--- src/rtl/fpnew_special_classify_if.sv ---
`default_nettype none
// ==========================================================================
// fpnew_special_classify_if : operand/result handshake bundle (rev 1.0)
// ==========================================================================
interface fpnew_special_classify_if;
  logic        flush_i;
  logic        in_valid_i;
  logic        in_ready_o;
  logic [64:0] operand_i;
  logic        out_valid_o;
  logic        out_ready_i;
  logic [9:0]  class_o;
  logic        sign_o;
  logic        is_special_o;
  logic        is_canon_nan_o;
  logic        clr_status_i;
  logic        status_nv_o;
`ifdef FPNEW_CLASSIFY_STATS_EN
  logic [15:0] nan_count_o;
  logic [15:0] inf_count_o;

  modport slave (
    input  flush_i, in_valid_i, operand_i, out_ready_i, clr_status_i,
    output in_ready_o, out_valid_o, class_o, sign_o, is_special_o,
           is_canon_nan_o, status_nv_o, nan_count_o, inf_count_o
  );
  modport master (
    output flush_i, in_valid_i, operand_i, out_ready_i, clr_status_i,
    input  in_ready_o, out_valid_o, class_o, sign_o, is_special_o,
           is_canon_nan_o, status_nv_o, nan_count_o, inf_count_o
  );
`else
  modport slave (
    input  flush_i, in_valid_i, operand_i, out_ready_i, clr_status_i,
    output in_ready_o, out_valid_o, class_o, sign_o, is_special_o,
           is_canon_nan_o, status_nv_o
  );
  modport master (
    output flush_i, in_valid_i, operand_i, out_ready_i, clr_status_i,
    input  in_ready_o, out_valid_o, class_o, sign_o, is_special_o,
           is_canon_nan_o, status_nv_o
  );
`endif
endinterface
`default_nettype wire

--- src/rtl/fpnew_special_classify.sv ---
`default_nettype none
// ==========================================================================
// fpnew_special_classify : elastic-pipelined FP64 class/NaN/NV decoder
// Option FPNEW_CLASSIFY_STATS_EN adds saturating NaN/Inf pop counters.
// Revision: 1.0
// ==========================================================================
module fpnew_special_classify #(
  parameter int NUM_STAGES = 2
) (
  input wire                      clk_i,
  input wire                      rst_i,
  fpnew_special_classify_if.slave bus
);

  localparam int          c_payload_w = 13;
  localparam logic [63:0] c_canon_nan = 64'h7FF8_0000_0000_0000;

  // Unboxed operands are reinterpreted as the canonical NaN before decoding
  logic [63:0]            w_val;
  logic                   w_sign;
  logic                   w_exp_ones;
  logic                   w_exp_zero;
  logic                   w_man_zero;
  logic [9:0]             w_class;
  logic [c_payload_w-1:0] w_payload;
  logic                   w_push;
  logic                   w_pop;

  assign w_val      = bus.operand_i[64] ? bus.operand_i[63:0] : c_canon_nan;
  assign w_sign     = w_val[63];
  assign w_exp_ones = &w_val[62:52];
  assign w_exp_zero = ~|w_val[62:52];
  assign w_man_zero = ~|w_val[51:0];

  always_comb begin
    w_class = '0;
    if (w_exp_ones) begin
      if (w_man_zero)      w_class[w_sign ? 0 : 7] = 1'b1;
      else if (w_val[51])  w_class[9] = 1'b1;
      else                 w_class[8] = 1'b1;
    end else if (w_exp_zero) begin
      if (w_man_zero)      w_class[w_sign ? 3 : 4] = 1'b1;
      else                 w_class[w_sign ? 2 : 5] = 1'b1;
    end else begin
      w_class[w_sign ? 1 : 6] = 1'b1;
    end
  end

  assign w_payload = {(w_val == c_canon_nan),
                      (w_class[0] | w_class[7] | w_class[8] | w_class[9]),
                      w_sign, w_class};

  logic [NUM_STAGES-1:0]  r_valid;
  logic [c_payload_w-1:0] r_data [NUM_STAGES];
  logic [NUM_STAGES-1:0]  w_accept;

  // A stage can take data if anything downstream of it (inclusive) has a hole
  for (genvar k = 0; k < NUM_STAGES; k++) begin : g_accept
    assign w_accept[k] = bus.out_ready_i | ~&r_valid[NUM_STAGES-1:k];
  end

  assign w_push = bus.in_valid_i & w_accept[0] & ~bus.flush_i;
  assign w_pop  = r_valid[NUM_STAGES-1] & bus.out_ready_i;

  always_ff @(posedge clk_i or posedge rst_i) begin
    if (rst_i) begin
      r_valid <= '0;
      for (int k = 0; k < NUM_STAGES; k++) r_data[k] <= '0;
    end else begin
      if (w_accept[0]) r_valid[0] <= w_push;
      if (w_push)      r_data[0]  <= w_payload;
      for (int k = 1; k < NUM_STAGES; k++) begin
        if (w_accept[k]) begin
          r_valid[k] <= r_valid[k-1];
          if (r_valid[k-1]) r_data[k] <= r_data[k-1];
        end
      end
      if (bus.flush_i) r_valid <= '0;
    end
  end

  assign bus.in_ready_o     = w_accept[0];
  assign bus.out_valid_o    = r_valid[NUM_STAGES-1];
  assign bus.class_o        = r_data[NUM_STAGES-1][9:0];
  assign bus.sign_o         = r_data[NUM_STAGES-1][10];
  assign bus.is_special_o   = r_data[NUM_STAGES-1][11];
  assign bus.is_canon_nan_o = r_data[NUM_STAGES-1][12];

  logic r_status_nv;

  always_ff @(posedge clk_i or posedge rst_i) begin
    if (rst_i)                        r_status_nv <= 1'b0;
    else if (w_push && w_class[8])    r_status_nv <= 1'b1;
    else if (bus.clr_status_i)        r_status_nv <= 1'b0;
  end

  assign bus.status_nv_o = r_status_nv;

`ifdef FPNEW_CLASSIFY_STATS_EN
  logic [15:0] r_nan_count;
  logic [15:0] r_inf_count;
  logic        w_pop_nan;
  logic        w_pop_inf;

  assign w_pop_nan = w_pop & (bus.class_o[8] | bus.class_o[9]);
  assign w_pop_inf = w_pop & (bus.class_o[0] | bus.class_o[7]);

  always_ff @(posedge clk_i or posedge rst_i) begin
    if (rst_i) begin
      r_nan_count <= '0;
      r_inf_count <= '0;
    end else if (bus.clr_status_i) begin
      r_nan_count <= '0;
      r_inf_count <= '0;
    end else begin
      if (w_pop_nan && r_nan_count != 16'hFFFF) r_nan_count <= r_nan_count + 16'd1;
      if (w_pop_inf && r_inf_count != 16'hFFFF) r_inf_count <= r_inf_count + 16'd1;
    end
  end

  assign bus.nan_count_o = r_nan_count;
  assign bus.inf_count_o = r_inf_count;
`else
  logic w_unused_pop;
  assign w_unused_pop = w_pop;
`endif

endmodule
`default_nettype wire

--- src/flat_wrapper.sv ---
// flat-port wrapper written by rule: the top's interface ports become plain ports
module fpnew_special_classify_flat 
#(
  parameter int NUM_STAGES = 2
)
  (clk_i, rst_i, bus_flush_i, bus_in_valid_i, bus_operand_i, bus_out_ready_i, bus_clr_status_i, bus_in_ready_o, bus_out_valid_o, bus_class_o, bus_sign_o, bus_is_special_o, bus_is_canon_nan_o, bus_status_nv_o);
  fpnew_special_classify_if bus_i ();
  input wire clk_i;
  input wire rst_i;
  input wire logic [$bits(bus_i.flush_i)-1:0] bus_flush_i;
  input wire logic [$bits(bus_i.in_valid_i)-1:0] bus_in_valid_i;
  input wire logic [$bits(bus_i.operand_i)-1:0] bus_operand_i;
  input wire logic [$bits(bus_i.out_ready_i)-1:0] bus_out_ready_i;
  input wire logic [$bits(bus_i.clr_status_i)-1:0] bus_clr_status_i;
  output wire logic [$bits(bus_i.in_ready_o)-1:0] bus_in_ready_o;
  output wire logic [$bits(bus_i.out_valid_o)-1:0] bus_out_valid_o;
  output wire logic [$bits(bus_i.class_o)-1:0] bus_class_o;
  output wire logic [$bits(bus_i.sign_o)-1:0] bus_sign_o;
  output wire logic [$bits(bus_i.is_special_o)-1:0] bus_is_special_o;
  output wire logic [$bits(bus_i.is_canon_nan_o)-1:0] bus_is_canon_nan_o;
  output wire logic [$bits(bus_i.status_nv_o)-1:0] bus_status_nv_o;
  assign bus_i.flush_i = bus_flush_i;
  assign bus_i.in_valid_i = bus_in_valid_i;
  assign bus_i.operand_i = bus_operand_i;
  assign bus_i.out_ready_i = bus_out_ready_i;
  assign bus_i.clr_status_i = bus_clr_status_i;
  assign bus_in_ready_o = bus_i.in_ready_o;
  assign bus_out_valid_o = bus_i.out_valid_o;
  assign bus_class_o = bus_i.class_o;
  assign bus_sign_o = bus_i.sign_o;
  assign bus_is_special_o = bus_i.is_special_o;
  assign bus_is_canon_nan_o = bus_i.is_canon_nan_o;
  assign bus_status_nv_o = bus_i.status_nv_o;
  fpnew_special_classify #(.NUM_STAGES(NUM_STAGES)) u_core (.clk_i(clk_i), .rst_i(rst_i), .bus(bus_i));
endmodule
--- config.mk ---
export PLATFORM = sky130hd
export DESIGN_NAME = fpnew_special_classify_flat
export DESIGN_NICKNAME = d
export VERILOG_FILES = /design/src/rtl/fpnew_special_classify_if.sv /design/src/rtl/fpnew_special_classify.sv /design/src/flat_wrapper.sv
export SDC_FILE = /design/constraint.sdc
export NUM_CORES = 1
export LEC_CHECK = 0
export ABC_AREA = 0
export BUFFER_PORTS_ARGS = -buffer_cell sky130_fd_sc_hd__buf_2
export CAP_MARGIN = 15
export CORE_MARGIN = 1
export CORE_UTILIZATION = 46
export CTS_CLUSTER_SIZE = 8
export DETAILED_ROUTE_END_ITERATION = 7
export GPL_ROUTABILITY_DRIVEN = 0
export PLACE_DENSITY = 0.84
export SLEW_MARGIN = 20
export SYNTH_ARGS = -nofsm -noshare
export SYNTH_HDL_FRONTEND = slang
export SYNTH_SLANG_ARGS = --single-unit
--- constraint.sdc ---
create_clock -name clk_i -period 2.2 [get_ports clk_i]
set_input_delay 0.44 -clock clk_i [delete_from_list [all_inputs] [get_ports clk_i]]
set_output_delay 0.44 -clock clk_i [all_outputs]
set_load 0.02 [all_outputs]
* Word-level counts from Yosys, hierarchy flattened
Index checks and enable logic that the tools add are counted. Widths: inputs -> output; s select.
Storage, ports and cells: flip-flop bits (word level) 29, bits of input ports 71, output and inout port bits 16, logic and storage cells 62
Operators by class: magnitude comparators 8, eq/ne operators 1, mux-type cells 25, bitwise logic cells 8, reductions and logical operators 15
Operator list (number):
- $ge 32x1->1 const B | 4
- $lt 32x6->1 const B | 4
- $eq 64x63->1 const B | 1
- $mux 64 | 1
- $reduce_or 52->1 | 1
- $mux 10 | 3
- $demux 1 s4 | 4
- $mux 3 | 4
- $reduce_and 11->1 | 1
- $reduce_or 11->1 | 1
- $mux 1 | 10
- $mux 8 | 1
- $reduce_bool 2->1 | 3
- $logic_and 1x1->1 | 5
- $or 1x1->1 | 5
- $mux 2 | 2
- $reduce_and 2->1 | 2
- $and 1x1->1 | 2
- $logic_not 1->1 | 2
- $not 1->1 | 1

* Depth between registers and ports, before layout
depth after elaboration 12, gate-level depth with buffers 6, depth with buffers taken out 5

* Worst setup path after synthesis
OpenSTA, ideal clock, no wires.
path type register to register, start register u_core.r_valid[1], end register u_core.r_data[16] in the netlist's numbering, library setup time 0.121 ns, data arrival time 1.461 ns, data required time 2.079 ns, slack 0.618 ns, stages on the path, launching flop included 6, path buffers 1, clock period less this slack 1.582 ns, cell sequence dfrtp_1 -> and3b_1 -> inv_1 -> nand3b_2 -> buf_2 -> a22o_1
On the way: word-level cells in the longest chain between the ends 5
RTL lines:
- start, declared | RTL line fpnew_special_classify.sv:53 | logic [NUM_STAGES-1:0] r_valid;
- start signal, assigned by index | RTL line fpnew_special_classify.sv:74 | r_valid[k] <= r_valid[k-1];
- $reduce_and 2->1 | RTL line fpnew_special_classify.sv:59 | assign w_accept[k] = bus.out_ready_i | ~&r_valid[NUM_STAGES-1:k];
- $logic_not 1->1 | RTL line fpnew_special_classify.sv:59
- $or 1x1->1 | RTL line fpnew_special_classify.sv:59
- via bus_in_ready_o | RTL line flat_wrapper.sv:15 | output wire logic [$bits(bus_i.in_ready_o)-1:0] bus_in_ready_o;
- $and 1x1->1 (2 in a row) | RTL line fpnew_special_classify.sv:62 | assign w_push = bus.in_valid_i & w_accept[0] & ~bus.flush_i;
- end signal, assigned by index | RTL line fpnew_special_classify.sv:75 | if (r_valid[k-1]) r_data[k] <= r_data[k-1];
- end, declared | RTL line fpnew_special_classify.sv:54 | logic [c_payload_w-1:0] r_data [NUM_STAGES];
The timed path passes the listed nets, and every way through them passes these cells. A chain may end at the register's enable or synchronous reset.

* Final worst setup path
start register u_core.r_valid[1], end output port bus_in_ready_o
On the way: word-level cells in the longest chain between the ends 3
RTL lines (RTL line):
- $reduce_and 2->1 | fpnew_special_classify.sv:59
- $logic_not 1->1 | fpnew_special_classify.sv:59
- $or 1x1->1 | fpnew_special_classify.sv:59
- end, declared | flat_wrapper.sv:15
No other way between the ends.

==> impl_metrics.prom <==
# TYPE chip_impl_metric gauge
chip_impl_metric{name="syn2layout_area_growth",unit="%"} 33.9
chip_impl_metric{name="drt_first_iter_violations",unit=""} 17
chip_impl_metric{name="cts_repair_resize_count",unit=""} 0
chip_impl_metric{name="area_of_the_multi_input_gates",unit="um^2"} 613
chip_impl_info{name="hp-class",value="in -> async"} 1
chip_impl_metric{name="power.density_cell_area",unit="nW/um^2"} 609
chip_impl_metric{name="timing.clock.skew",unit="ns"} 0.00389
chip_impl_metric{name="grt.met3_usage",unit="%"} 3.13
chip_impl_metric{name="fillers",unit=""} 272
chip_impl_metric{name="setup-violations-final",unit=""} 0
chip_impl_info{name="critPathKind",value="reg -> out"} 1
chip_impl_metric{name="achievable-frequency",unit="MHz"} 602
chip_impl_metric{name="synth_nets",unit=""} 199
chip_impl_metric{name="dp_worst_setup_slack",unit="ns"} 0.371
chip_impl_metric{name="nets",unit=""} 283
chip_impl_metric{name="finalInstanceArea",unit="um^2"} 1940
chip_impl_metric{name="seqCellArea",unit="um^2"} 726
chip_impl_metric{name="slew_violations",unit=""} 0
chip_impl_metric{name="setup-tns-final",unit="ns"} 0
chip_impl_metric{name="numPortBuffers",unit=""} 86
chip_impl_metric{name="synth-simple-area-share",unit="%"} 23.1
chip_impl_metric{name="final_min_period_over_clock_period",unit="%"} 75.5
chip_impl_metric{name="post-cts-setup-buffers",unit=""} 0
chip_impl_metric{name="layout.core_utilization",unit="%"} 64.0
chip_impl_metric{name="worst_ir_drop_vdd",unit="uV"} 285
chip_impl_metric{name="dp_hpwl",unit="um"} 2710
chip_impl_info{name="global_route.peak_usage_layer",value="met2"} 1
chip_impl_metric{name="count_of_antenna_diodes_in_the_layout",unit=""} 0
chip_impl_metric{name="post-route-min-period",unit="ns"} 1.66
chip_impl_metric{name="synth_cells",unit=""} 128
chip_impl_metric{name="avgSynthCellArea",unit="um^2"} 11.3
chip_impl_metric{name="drive_above_1_share",unit="%"} 54.9
chip_impl_metric{name="boundaryPins",unit=""} 87
chip_impl_metric{name="maxCapViolCount",unit=""} 0
chip_impl_metric{name="cts_max_level",unit=""} 2
chip_impl_metric{name="synth_enable_flop_cells",unit=""} 0
chip_impl_metric{name="synth_area",unit="um^2"} 1450
chip_impl_metric{name="first_global_vias",unit=""} 1309
chip_impl_metric{name="grt_overflow_total",unit=""} 0
chip_impl_info{name="clock_tree_root_driver_cell",value="sky130_fd_sc_hd__clkbuf_4"} 1
chip_impl_metric{name="synth_fa_ha_area_share",unit="%"} 0
chip_impl_info{name="worst_setup_path_end_kind",value="output pin"} 1
chip_impl_metric{name="worst_ep_required_time",unit="ns"} 1.76
chip_impl_info{name="synth_top_family_by_area",value="simple AND/OR/NAND/NOR gates"} 1
chip_impl_metric{name="drt_pre_antenna_iters",unit=""} 5
chip_impl_metric{name="cts_hold_buf",unit=""} 0
chip_impl_metric{name="grt_util_met1",unit="%"} 23.9
chip_impl_metric{name="postLayoutSetupSlackWorst",unit="ns"} 0.539
chip_impl_metric{name="peak_fanout_along_the_critical_path",unit=""} 4
chip_impl_metric{name="tritoncts_num_sinks",unit=""} 29
chip_impl_metric{name="yosys.area_share.xor_xnor",unit="%"} 0
chip_impl_metric{name="flops_latches_synth",unit=""} 29
chip_impl_metric{name="grt_max_degree",unit=""} 30
chip_impl_metric{name="post-route-drc-count",unit=""} 0
chip_impl_metric{name="grt_use_met2",unit="%"} 40.6
chip_impl_metric{name="track_usage",unit="%"} 22.1
chip_impl_metric{name="final_ant_viol_nets",unit=""} 0
chip_impl_metric{name="clk-insertion-delay-late",unit="ns"} 0.33
chip_impl_info{name="synth_flop_cell",value="sky130_fd_sc_hd__dfrtp_1"} 1
chip_impl_metric{name="cts.clk_slew.worst_paths",unit="ns"} 0.09
chip_impl_metric{name="ys_seq_area_share",unit="%"} 50.1
chip_impl_metric{name="grt_pass1_wl",unit="um"} 5490
chip_impl_info{name="most_used_cells_in_the_layout_excluding_fill_and_tap_cells",value="86 x sky130_fd_sc_hd__buf_2, 29 x sky130_fd_sc_hd__dfrtp_1, 13 x sky130_fd_sc_hd__mux2_2"} 1
chip_impl_metric{name="routed_via_density",unit=""} 5.24
chip_impl_metric{name="worst_slew_pin_slew",unit="ns"} 0.561
chip_impl_metric{name="core.rowCount",unit=""} 20
chip_impl_metric{name="crit_arrival",unit="ns"} 1.22
chip_impl_metric{name="design.die.area",unit="um^2"} 3380
chip_impl_metric{name="die_w",unit="um"} 58.1
chip_impl_info{name="synth_area_leader_cell",value="sky130_fd_sc_hd__dfrtp_1"} 1
chip_impl_metric{name="dr_total_vias",unit=""} 1347
chip_impl_metric{name="yosysTopAreaCellShare",unit="%"} 50.1
chip_impl_metric{name="synth.yosys.warnings",unit=""} 0
chip_impl_metric{name="drt-total-wl",unit="um"} 3440
chip_impl_metric{name="ys_async_sr_fraction",unit="%"} 100
chip_impl_metric{name="grt_antenna_before_repair",unit=""} 0
chip_impl_metric{name="synth_compound_gate_area_share",unit="%"} 9.07
chip_impl_metric{name="p_leak",unit="nW"} 1.03
chip_impl_info{name="mostFrequentLayoutCell",value="sky130_fd_sc_hd__buf_2"} 1
chip_impl_metric{name="wl_per_cell",unit="um"} 13.4
chip_impl_metric{name="clk_path_buf_depth",unit=""} 2
chip_impl_metric{name="muxShareOfSynthArea",unit="%"} 10.1
chip_impl_metric{name="finalHoldViolations",unit=""} 0
chip_impl_metric{name="design.core.area",unit="um^2"} 3030
chip_impl_metric{name="die_h",unit="um"} 58.1
chip_impl_info{name="grt_setup_unrepaired",value="no"} 1
chip_impl_metric{name="number_of_cts_inserted_buffers",unit=""} 5
chip_impl_metric{name="synth.distinct_cells",unit=""} 30
chip_impl_metric{name="initial_utilization",unit="%"} 47.9
chip_impl_info{name="post_synth_main_area_contributors",value="sky130_fd_sc_hd__dfrtp_1 50%, sky130_fd_sc_hd__mux2_2 10%, sky130_fd_sc_hd__buf_4 5.7%, sky130_fd_sc_hd__nor4_1 4.7%, sky130_fd_sc_hd__a22o_1 3.6%"} 1
chip_impl_metric{name="post_dp_cell_area",unit="um^2"} 1870
chip_impl_info{name="cts_tree",value="yes"} 1
chip_impl_info{name="status",value="completed"} 1
chip_impl_info{name="critical_path.startpoint_type",value="flop"} 1
chip_impl_metric{name="timing.max_slew.rel_slack",unit="%"} 62.5
Yosys cell counts, drive strengths merged (2+ instances only):
library cell and number:
a22o 6, and3 3, buf 12, dfrtp 29
inv 6, mux2 13, nand2 7, nand3 5
nand3b 2, nand4 5, nor2 4, nor3 3
nor3b 2, nor4 16, o21ai 5
report_power, final:
part	total (mW)	switching, mW	internal (mW)	leakage [nW]
clock network	0.369	0.184	0.185	0.0413
registers	0.593	0.0205	0.572	0.390
logic	0.219	0.114	0.105	0.601
total	1.18	0.318	0.862	1.03
cell families after synthesis:
kind of cell | count (synthesis)
AND/OR/NAND/NOR | 50
buffers and inverters | 18
AO/OA/AOI/OAI | 18
multiplexers | 13
flip-flops | 29
registers in the layout (all words and copies together) (netlist names):
signal / cells
u_core.bus.sign_o: 1
u_core.r_valid: 2
u_core.bus.class_o: 10
u_core.bus.status_nv_o: 1
u_core.r_data: 13
u_core.bus.is_canon_nan_o: 1
u_core.bus.is_special_o: 1
critical path, cell delays in order, from the launching register on:
cell and delay [ns]:
sky130_fd_sc_hd__dfrtp_1 0.42, sky130_fd_sc_hd__and3b_1 0.22, sky130_fd_sc_hd__inv_1 0.09, sky130_fd_sc_hd__buf_2 0.16
layer usage:
metal,wire [um],up-vias,part of all wire [%]
li1,-,650,-
met5,0,-,0
met2,1830,56,53
met1,1350,633,39
met4,80,0,2.3
met3,175,8,5.1
final timing paths:
path                                                    start                                 end  slack, ns  cells past startpoint
worst max-delay path            u_core.r_valid[1]$_DFFE_PP0P_                      bus_in_ready_o       0.54                      3
worst min-delay path                                    rst_i       u_core.r_data[15]$_DFFE_PP0P_       0.16                      3
worst max register to register  u_core.r_valid[1]$_DFFE_PP0P_  u_core.bus.status_nv_o$_DFFE_PP0P_       0.62                      4
worst min register to register  u_core.r_data[22]$_DFFE_PP0P_       u_core.r_data[22]$_DFFE_PP0P_       0.48                      2
max in group asynchronous                               rst_i   u_core.bus.class_o[3]$_DFFE_PP0P_       1.77                      3
min in group clk_i                                bus_flush_i       u_core.r_valid[1]$_DFFE_PP0P_       0.29                      2
cell type report:
type,instances,area share (%)
sequential,29,37.4
tap,44,2.84
clock inverter,1,0.258
timing repair buffer,89,23.4
multi-input combinational,81,31.6
inverter,6,1.16
clock buffer,7,3.35
per-stage QoR:
stage	power (mW)	hold slack (ns)	std cells
after floorplan	0.723	0.445	128
after global placement	0.817	0.459	249
after detailed placement	0.823	0.469	249
after CTS	1.19	0.160	257
after global routing	1.24	0.185	257
final	1.18	0.163	257
No activity file was read; power rests on OpenSTA's default activity.
